===== src/rtl/axi_burst_master.sv =====
// Single-burst AXI4 master: one local read/write command becomes one AXI4 burst.
// The command is checked for legality before any channel valid is raised.
module axi_burst_master #(
  parameter int ADDR_W  = 32,
  parameter int DATA_W  = 32,
  parameter int MAX_LEN = 16
) (
  input  logic                  aclk,
  input  logic                  areset,
  input  logic                  start,
  input  logic                  cmd_wr,
  input  logic [ADDR_W-1:0]     cmd_addr,
  input  logic [7:0]            cmd_len,
  input  logic [1:0]            cmd_burst,
  input  logic [DATA_W-1:0]     data_in,
  input  logic                  data_in_valid,
  output logic                  data_in_ready,
  output logic [DATA_W-1:0]     data_out,
  output logic                  data_out_valid,
  output logic                  busy,
  output logic                  done,
  output logic                  err,
  output logic [ADDR_W-1:0]     awaddr,
  output logic [7:0]            awlen,
  output logic [2:0]            awsize,
  output logic [1:0]            awburst,
  output logic                  awvalid,
  input  logic                  awready,
  output logic [DATA_W-1:0]     wdata,
  output logic [DATA_W/8-1:0]   wstrb,
  output logic                  wlast,
  output logic                  wvalid,
  input  logic                  wready,
  input  logic [1:0]            bresp,
  input  logic                  bvalid,
  output logic                  bready,
  output logic [ADDR_W-1:0]     araddr,
  output logic [7:0]            arlen,
  output logic [2:0]            arsize,
  output logic [1:0]            arburst,
  output logic                  arvalid,
  input  logic                  arready,
  input  logic [DATA_W-1:0]     rdata,
  input  logic [1:0]            rresp,
  input  logic                  rlast,
  input  logic                  rvalid,
  output logic                  rready
);

  localparam int BYTES = DATA_W / 8;
  localparam int SZ    = $clog2(BYTES);
  localparam logic [ADDR_W-1:0] ADDR_MASK = ADDR_W'(BYTES - 1);

  typedef enum logic [2:0] {IDLE, CHECK, AW, W, B, AR, R, DONE} state_t;

  typedef struct packed {
    logic              wr;
    logic [ADDR_W-1:0] addr;
    logic [7:0]        len;
    logic [1:0]        burst;
  } cmd_t;

  state_t      state, nxt;
  cmd_t        cmd_q;
  logic [7:0]  cnt_q;
  logic        err_q;
  logic        illegal;
  logic        last_beat;
  logic [8:0]  beats;
  logic [31:0] span;
  logic        unused_resp;

  // Only the SLVERR/DECERR bit of a response matters to this master.
  assign unused_resp = ^{bresp[0], rresp[0]};

  assign beats     = {1'b0, cmd_q.len} + 9'd1;
  assign span      = 32'(cmd_q.addr[11:0]) + 32'(beats) * 32'(BYTES);
  assign last_beat = (cnt_q == cmd_q.len);

  always_comb begin
    illegal = 1'b0;
    if (32'(beats) > 32'(MAX_LEN))            illegal = 1'b1;
    if (|(cmd_q.addr & ADDR_MASK))            illegal = 1'b1;
    if (cmd_q.burst == 2'd3)                  illegal = 1'b1;
    if (cmd_q.burst == 2'd2 &&
        !(cmd_q.len inside {8'd1, 8'd3, 8'd7, 8'd15}))
                                              illegal = 1'b1;
    if (cmd_q.burst == 2'd0 && cmd_q.len > 8'd15) illegal = 1'b1;
    if (cmd_q.burst == 2'd1 && span > 32'd4096)   illegal = 1'b1;
  end

  // Address-channel fields come straight from the captured command, so they
  // are stable for the whole time awvalid/arvalid is held.
  assign awaddr  = cmd_q.addr;
  assign awlen   = cmd_q.len;
  assign awburst = cmd_q.burst;
  assign araddr  = cmd_q.addr;
  assign arlen   = cmd_q.len;
  assign arburst = cmd_q.burst;
  assign awsize  = 3'(SZ);
  assign arsize  = 3'(SZ);
  assign wstrb   = '1;
  assign err     = err_q;

  always_ff @(posedge aclk or negedge areset) begin
    if (!areset) state <= IDLE;
    else         state <= nxt;
  end

  always_comb begin
    nxt            = state;
    busy           = (state != IDLE);
    done           = 1'b0;
    awvalid        = 1'b0;
    arvalid        = 1'b0;
    wvalid         = 1'b0;
    wdata          = '0;
    wlast          = 1'b0;
    data_in_ready  = 1'b0;
    bready         = 1'b0;
    rready         = 1'b0;
    data_out       = '0;
    data_out_valid = 1'b0;
    case (state)
      IDLE:  if (start) nxt = CHECK;
      CHECK: nxt = illegal ? DONE : (cmd_q.wr ? AW : AR);
      AW: begin
        awvalid = 1'b1;
        if (awready) nxt = W;
      end
      AR: begin
        arvalid = 1'b1;
        if (arready) nxt = R;
      end
      W: begin
        wvalid        = data_in_valid;
        wdata         = data_in;
        data_in_ready = wready;
        wlast         = last_beat;
        if (data_in_valid && wready && last_beat) nxt = B;
      end
      B: begin
        bready = 1'b1;
        if (bvalid) nxt = DONE;
      end
      R: begin
        rready         = 1'b1;
        data_out       = rdata;
        data_out_valid = rvalid;
        // The counted beat ends the burst, whatever rlast says.
        if (rvalid && last_beat) nxt = DONE;
      end
      DONE: begin
        done = 1'b1;
        nxt  = IDLE;
      end
      default: nxt = IDLE;
    endcase
  end

  always_ff @(posedge aclk or negedge areset) begin
    if (!areset) begin
      cmd_q <= '0;
      cnt_q <= '0;
      err_q <= 1'b0;
    end else begin
      case (state)
        IDLE: if (start) begin
          cmd_q <= '{wr: cmd_wr, addr: cmd_addr, len: cmd_len, burst: cmd_burst};
          cnt_q <= '0;
          err_q <= 1'b0;
        end
        CHECK: err_q <= illegal;
        W: if (wvalid && wready) cnt_q <= cnt_q + 8'd1;
        B: if (bvalid) err_q <= bresp[1];
        R: if (rvalid) begin
          cnt_q <= cnt_q + 8'd1;
          if (rresp[1] || (rlast && !last_beat)) err_q <= 1'b1;
        end
        default: ;
      endcase
    end
  end

endmodule


===== config.mk =====
export PLATFORM = sky130hd
export DESIGN_NAME = axi_burst_master
export DESIGN_NICKNAME = d
export VERILOG_FILES = /design/src/rtl/axi_burst_master.sv
export SDC_FILE = /design/constraint.sdc
export NUM_CORES = 1
export LEC_CHECK = 0
export ABC_AREA = 1
export CORE_UTILIZATION = 34
export DETAILED_ROUTE_END_ITERATION = 16
export GPL_ROUTABILITY_DRIVEN = 0
export GPL_TIMING_DRIVEN = 0
export PLACE_DENSITY = 0.8
export SLEW_MARGIN = 20
export SYNTH_ARGS = -nofsm -noshare
export SYNTH_HDL_FRONTEND = slang
export SYNTH_SLANG_ARGS = --single-unit

===== constraint.sdc =====
create_clock -name aclk -period 2.3 [get_ports aclk]
set_input_delay 0.46 -clock aclk [delete_from_list [all_inputs] [get_ports aclk]]
set_output_delay 0.46 -clock aclk [all_outputs]
set_load 0.01 [all_outputs]

==> results.py <==
metrics = {
    "routing": {
        "drcViolationCount": 0,
        "dr.pass1.iters": 6,
        "ant_nets": 0,
        "vias": 4942,
        "drt_iter0_markers": 188,
        "vias_per_cell": 4.199,
        "routed_wl_um": 14880,
        "wl_per_cell_um": 12.64,
    },
    "floorplanning": {
        "core_area_um2": 12770,
        "die_h_um": 117.3,
        "die_area_um2": 13770,
        "start_util": 0.3540,
        "std_cell_rows": 41,
        "boundaryPins": 290,
        "die_w_um": 117.3,
    },
    "timing": {
        "setup_ws_ns": -0.3060,
        "skew_ns": 0.007742,
        "rsz0062_at_grt": "true",
        "fin_crit_ns": 2.606,
        "setup_violations": 28,
        "slew_headroom": 0.5225,
        "fmax_ghz": 0.3837,
        "drv_slew": 0,
        "fin_crit_sh": 1.133,
        "worst_slew_pin_slew_ns": 0.7162,
        "hold_violations": 0,
    },
    "final_layout": {
        "post-route-cell-area_um2": 8039,
        "area_delta_synth_final_pct": 77.78,
        "nNetsFinal": 1139,
        "drive_gt1_frac": 0.1811,
        "fillers": 1143,
        "num_antenna_cells": 0,
    },
    "power_and_ir_drop": {
        "seqPwrFrac": 0.195,
        "p_total_mw": 9.702,
        "comb_power_share": 0.713,
        "swShare": 0.4130,
        "peakVddDrop_uv": 725.0,
        "p_int_mw": 5.695,
        "clkPwrFrac": 0.092,
        "power.leakage_nw": 4.602,
        "power.switching_mw": 4.007,
        "powerDensity_nw_per_um2": 1207,
    },
    "global_route": {
        "grt_pass1_vias": 4648,
        "antenna_found_initial": 0,
        "track_usage": 0.2084,
        "grt_max_degree": 56,
        "grt_pass1_wl_um": 23310,
        "grt-ovfl-total": 0,
    },
    "setup_path": {
        "path_max_fanout": 4,
        "r2r_setup_slack_ns": -0.31,
        "crit-reg2reg-capture": "err$_DFFE_PN0P_",
        "crit_required_ns": 2.49,
        "arrival_ns": 2.80,
        "r2r_start": "arlen[0]$_DFFE_PN0P_",
        "ff2ff_path_depth": 20,
        "worstSetupEndpointType": "register",
        "worstSetupStartpointType": "register",
        "criticalPathCategory": "reg -> reg",
    },
    "placement": {
        "post-place-ws_ns": -0.5497,
        "place_area_um2": 7581,
        "dp_hpwl_um": 11780,
        "portBuffers": 277,
    },
    "clock_tree": {
        "clk_pin_slew_ns": 0.08,
        "numCtsBuffers": 5,
        "holdBufCountCts": 0,
        "clk_latency_ns": 0.29,
        "cts_tree": "built",
        "cts_root_buf": "clkbuf_16",
        "ctsHtreeMaxLevel": 2,
        "clock_sinks": 55,
        "cts_max_path_buffers": 2,
    },
    "yosys": {
        "synth.distinct_cells": 36,
        "yosysWarnings": 0,
        "ys_seq_area_frac": 0.3044,
        "synth_cells": 699,
        "syn_area_per_cell_um2": 6.469,
        "syn-cell-area_um2": 4522,
        "synth_seq_cells": 55,
    },
    "outcome": {
        "status": "finished with violations",
        "failed_checks": "setup timing",
    },
    "worst_hold_path": {
        "min_path_type": "in -> async",
    },
    "job": {
        "maxCapViolCount": 0,
    },
}
[flip-flops by register name (all words and copies together) (netlist names)]
| register | flops |
|---|---|
| err | 1 |
| arburst | 2 |
| cmd_q | 1 |
| araddr | 32 |
| cnt_q | 8 |
| arlen | 8 |
| state | 3 |
[power groups by stage]
stage,clock network [mW],logic (mW),registers (mW)
CTS,0.907,6.89,1.89
floorplan,0,3.88,1.75
global route,0.928,7.56,1.97
detailed placement,0,6.53,1.92
global placement,0,6.43,1.91
finish,0.892,6.92,1.89
[area by class of cell]
| class | count | area [um2] | share of cell area |
|---|---|---|---|
| inverter | 127 | 479.2 | 0.05961 |
| tap | 172 | 215.2 | 0.02677 |
| clock buffer | 5 | 125.1 | 0.01556 |
| buffer | 111 | 802.0 | 0.09977 |
| multi-input combinational | 413 | 2067 | 0.2571 |
| timing repair buffer | 291 | 2924 | 0.3637 |
| sequential | 55 | 1380 | 0.1717 |
| clock inverter | 3 | 46.29 | 0.005759 |
[cell usage in the layout, fill, tap and decap left out, types with 6 or more instances in the layout]
cell type,instances
a21oi_1,15
buf_2,9
buf_4,111
clkdlybuf4s50_1,230
conb_1,10
dfrtp_1,52
dlygate4sd2_1,15
dlymetal6s2s_1,29
ha_1,8
inv_1,119
inv_2,6
nand2_1,178
nand2_2,7
nand3_1,19
nand3_2,6
nor2_1,97
nor2_2,7
o21ai_0,15
xor2_1,9
[cell usage after synthesis]
master / instances / area share
xor2_1: 9 / 0.017
fa_1: 1 / 0.0044
nand2_1: 187 / 0.16
buf_1: 3 / 0.0025
clkbuf_1: 7 / 0.0058
nand2_2: 2 / 0.0028
nand2_4: 1 / 0.0025
buf_2: 7 / 0.0077
xnor2_1: 1 / 0.0019
a21oi_2: 1 / 0.0019
conb_1: 2 / 0.0017
nand3b_1: 3 / 0.0050
a31oi_1: 1 / 0.0014
o22ai_1: 1 / 0.0014
dfrtp_1: 55 / 0.30
a21oi_1: 19 / 0.021
ha_1: 13 / 0.036
nor2_1: 103 / 0.086
buf_6: 1 / 0.0025
nand3_1: 24 / 0.027
nand4_1: 5 / 0.0069
o21ai_2: 1 / 0.0019
nand3_2: 1 / 0.0022
nor2_2: 2 / 0.0028
clkinv_1: 1 / 0.00083
inv_2: 5 / 0.0042
o211ai_1: 1 / 0.0017
o21ai_1: 1 / 0.0011
inv_1: 121 / 0.10
buf_4: 94 / 0.16
o22ai_2: 1 / 0.0028
nor4_1: 2 / 0.0028
o21a_1: 1 / 0.0017
nor3_1: 5 / 0.0055
nor2_4: 2 / 0.0050
o21ai_0: 15 / 0.017
[cells by family after synthesis]
kind of cell               share of synthesized area
and+or+nand+nor                               0.3027
buffers and inverters                         0.2800
DFF                                           0.3044
AOI/OAI and AO/OA                            0.05147
adders and majority gates                    0.04040
xor gates and xnor gates                     0.01937
other                                       0.001661
[timing repair]
item / CTS / global route
endpoints found under the setup margin: 68 / 66
endpoints found under the hold margin: 0 / 0
buffers inserted: 13 / 1
resized for setup: 49 / 43
pin swaps: 15 / 15
[worst max path at each step]
stage | start | endpoint
6_report | arlen[0]$_DFFE_PN0P_ | err$_DFFE_PN0P_
5_1_grt | arlen[1]$_DFFE_PN0P_ | err$_DFFE_PN0P_
4_1_cts | arlen[0]$_DFFE_PN0P_ | err$_DFFE_PN0P_
3_5_place_dp | arlen[0]$_DFFE_PN0P_ | err$_DFFE_PN0P_
3_3_place_gp | areset | arlen[2]$_DFFE_PN0P_
2_1_floorplan | arlen[0]$_DFFE_PN0P_ | err$_DFFE_PN0P_
[metrics by stage]
stage / cells / setup TNS [ns] / hold WS, ns / utilization
floorplan: 707 / -0.05102 / 0.1644 / -
global placement: 1156 / -52.56 / 0.4714 / 0.5937
detailed placement: 1156 / -2.030 / 0.4752 / 0.5935
CTS: 1177 / -6.435 / 0.2375 / 0.6205
global route: 1177 / -9.994 / 0.2682 / 0.6293
finish: 1177 / -4.985 / 0.2102 / 0.6293
[critical path, stage by stage (launching register included)]
cell and delay [ns]:
dfrtp_2 0.45, ha_4 0.18, nand2_4 0.06, inv_4 0.03, nand4_1 0.12, xor2_1 0.23, inv_1 0.12, ha_4 0.31
nand2_4 0.07, nor2_4 0.13, nand3_2 0.08, nand3_2 0.07, nand3_2 0.05, nor2_1 0.12, nand3_1 0.09, nand2_2 0.09
nand2_2 0.06, nand2_1 0.07, nand2_1 0.06, nand2_1 0.07, nand2_1 0.04
[layer usage]
metal  routed length (um)  vias to the layer above  track usage
met5                    0                        -            0
met4                  139                        0      0.04221
met3                  973                       10      0.03405
met2                 7372                      148       0.3606
met1                 6391                     2200       0.2720
li1                     -                     2584            -
Power figures use the tool's default switching activity.
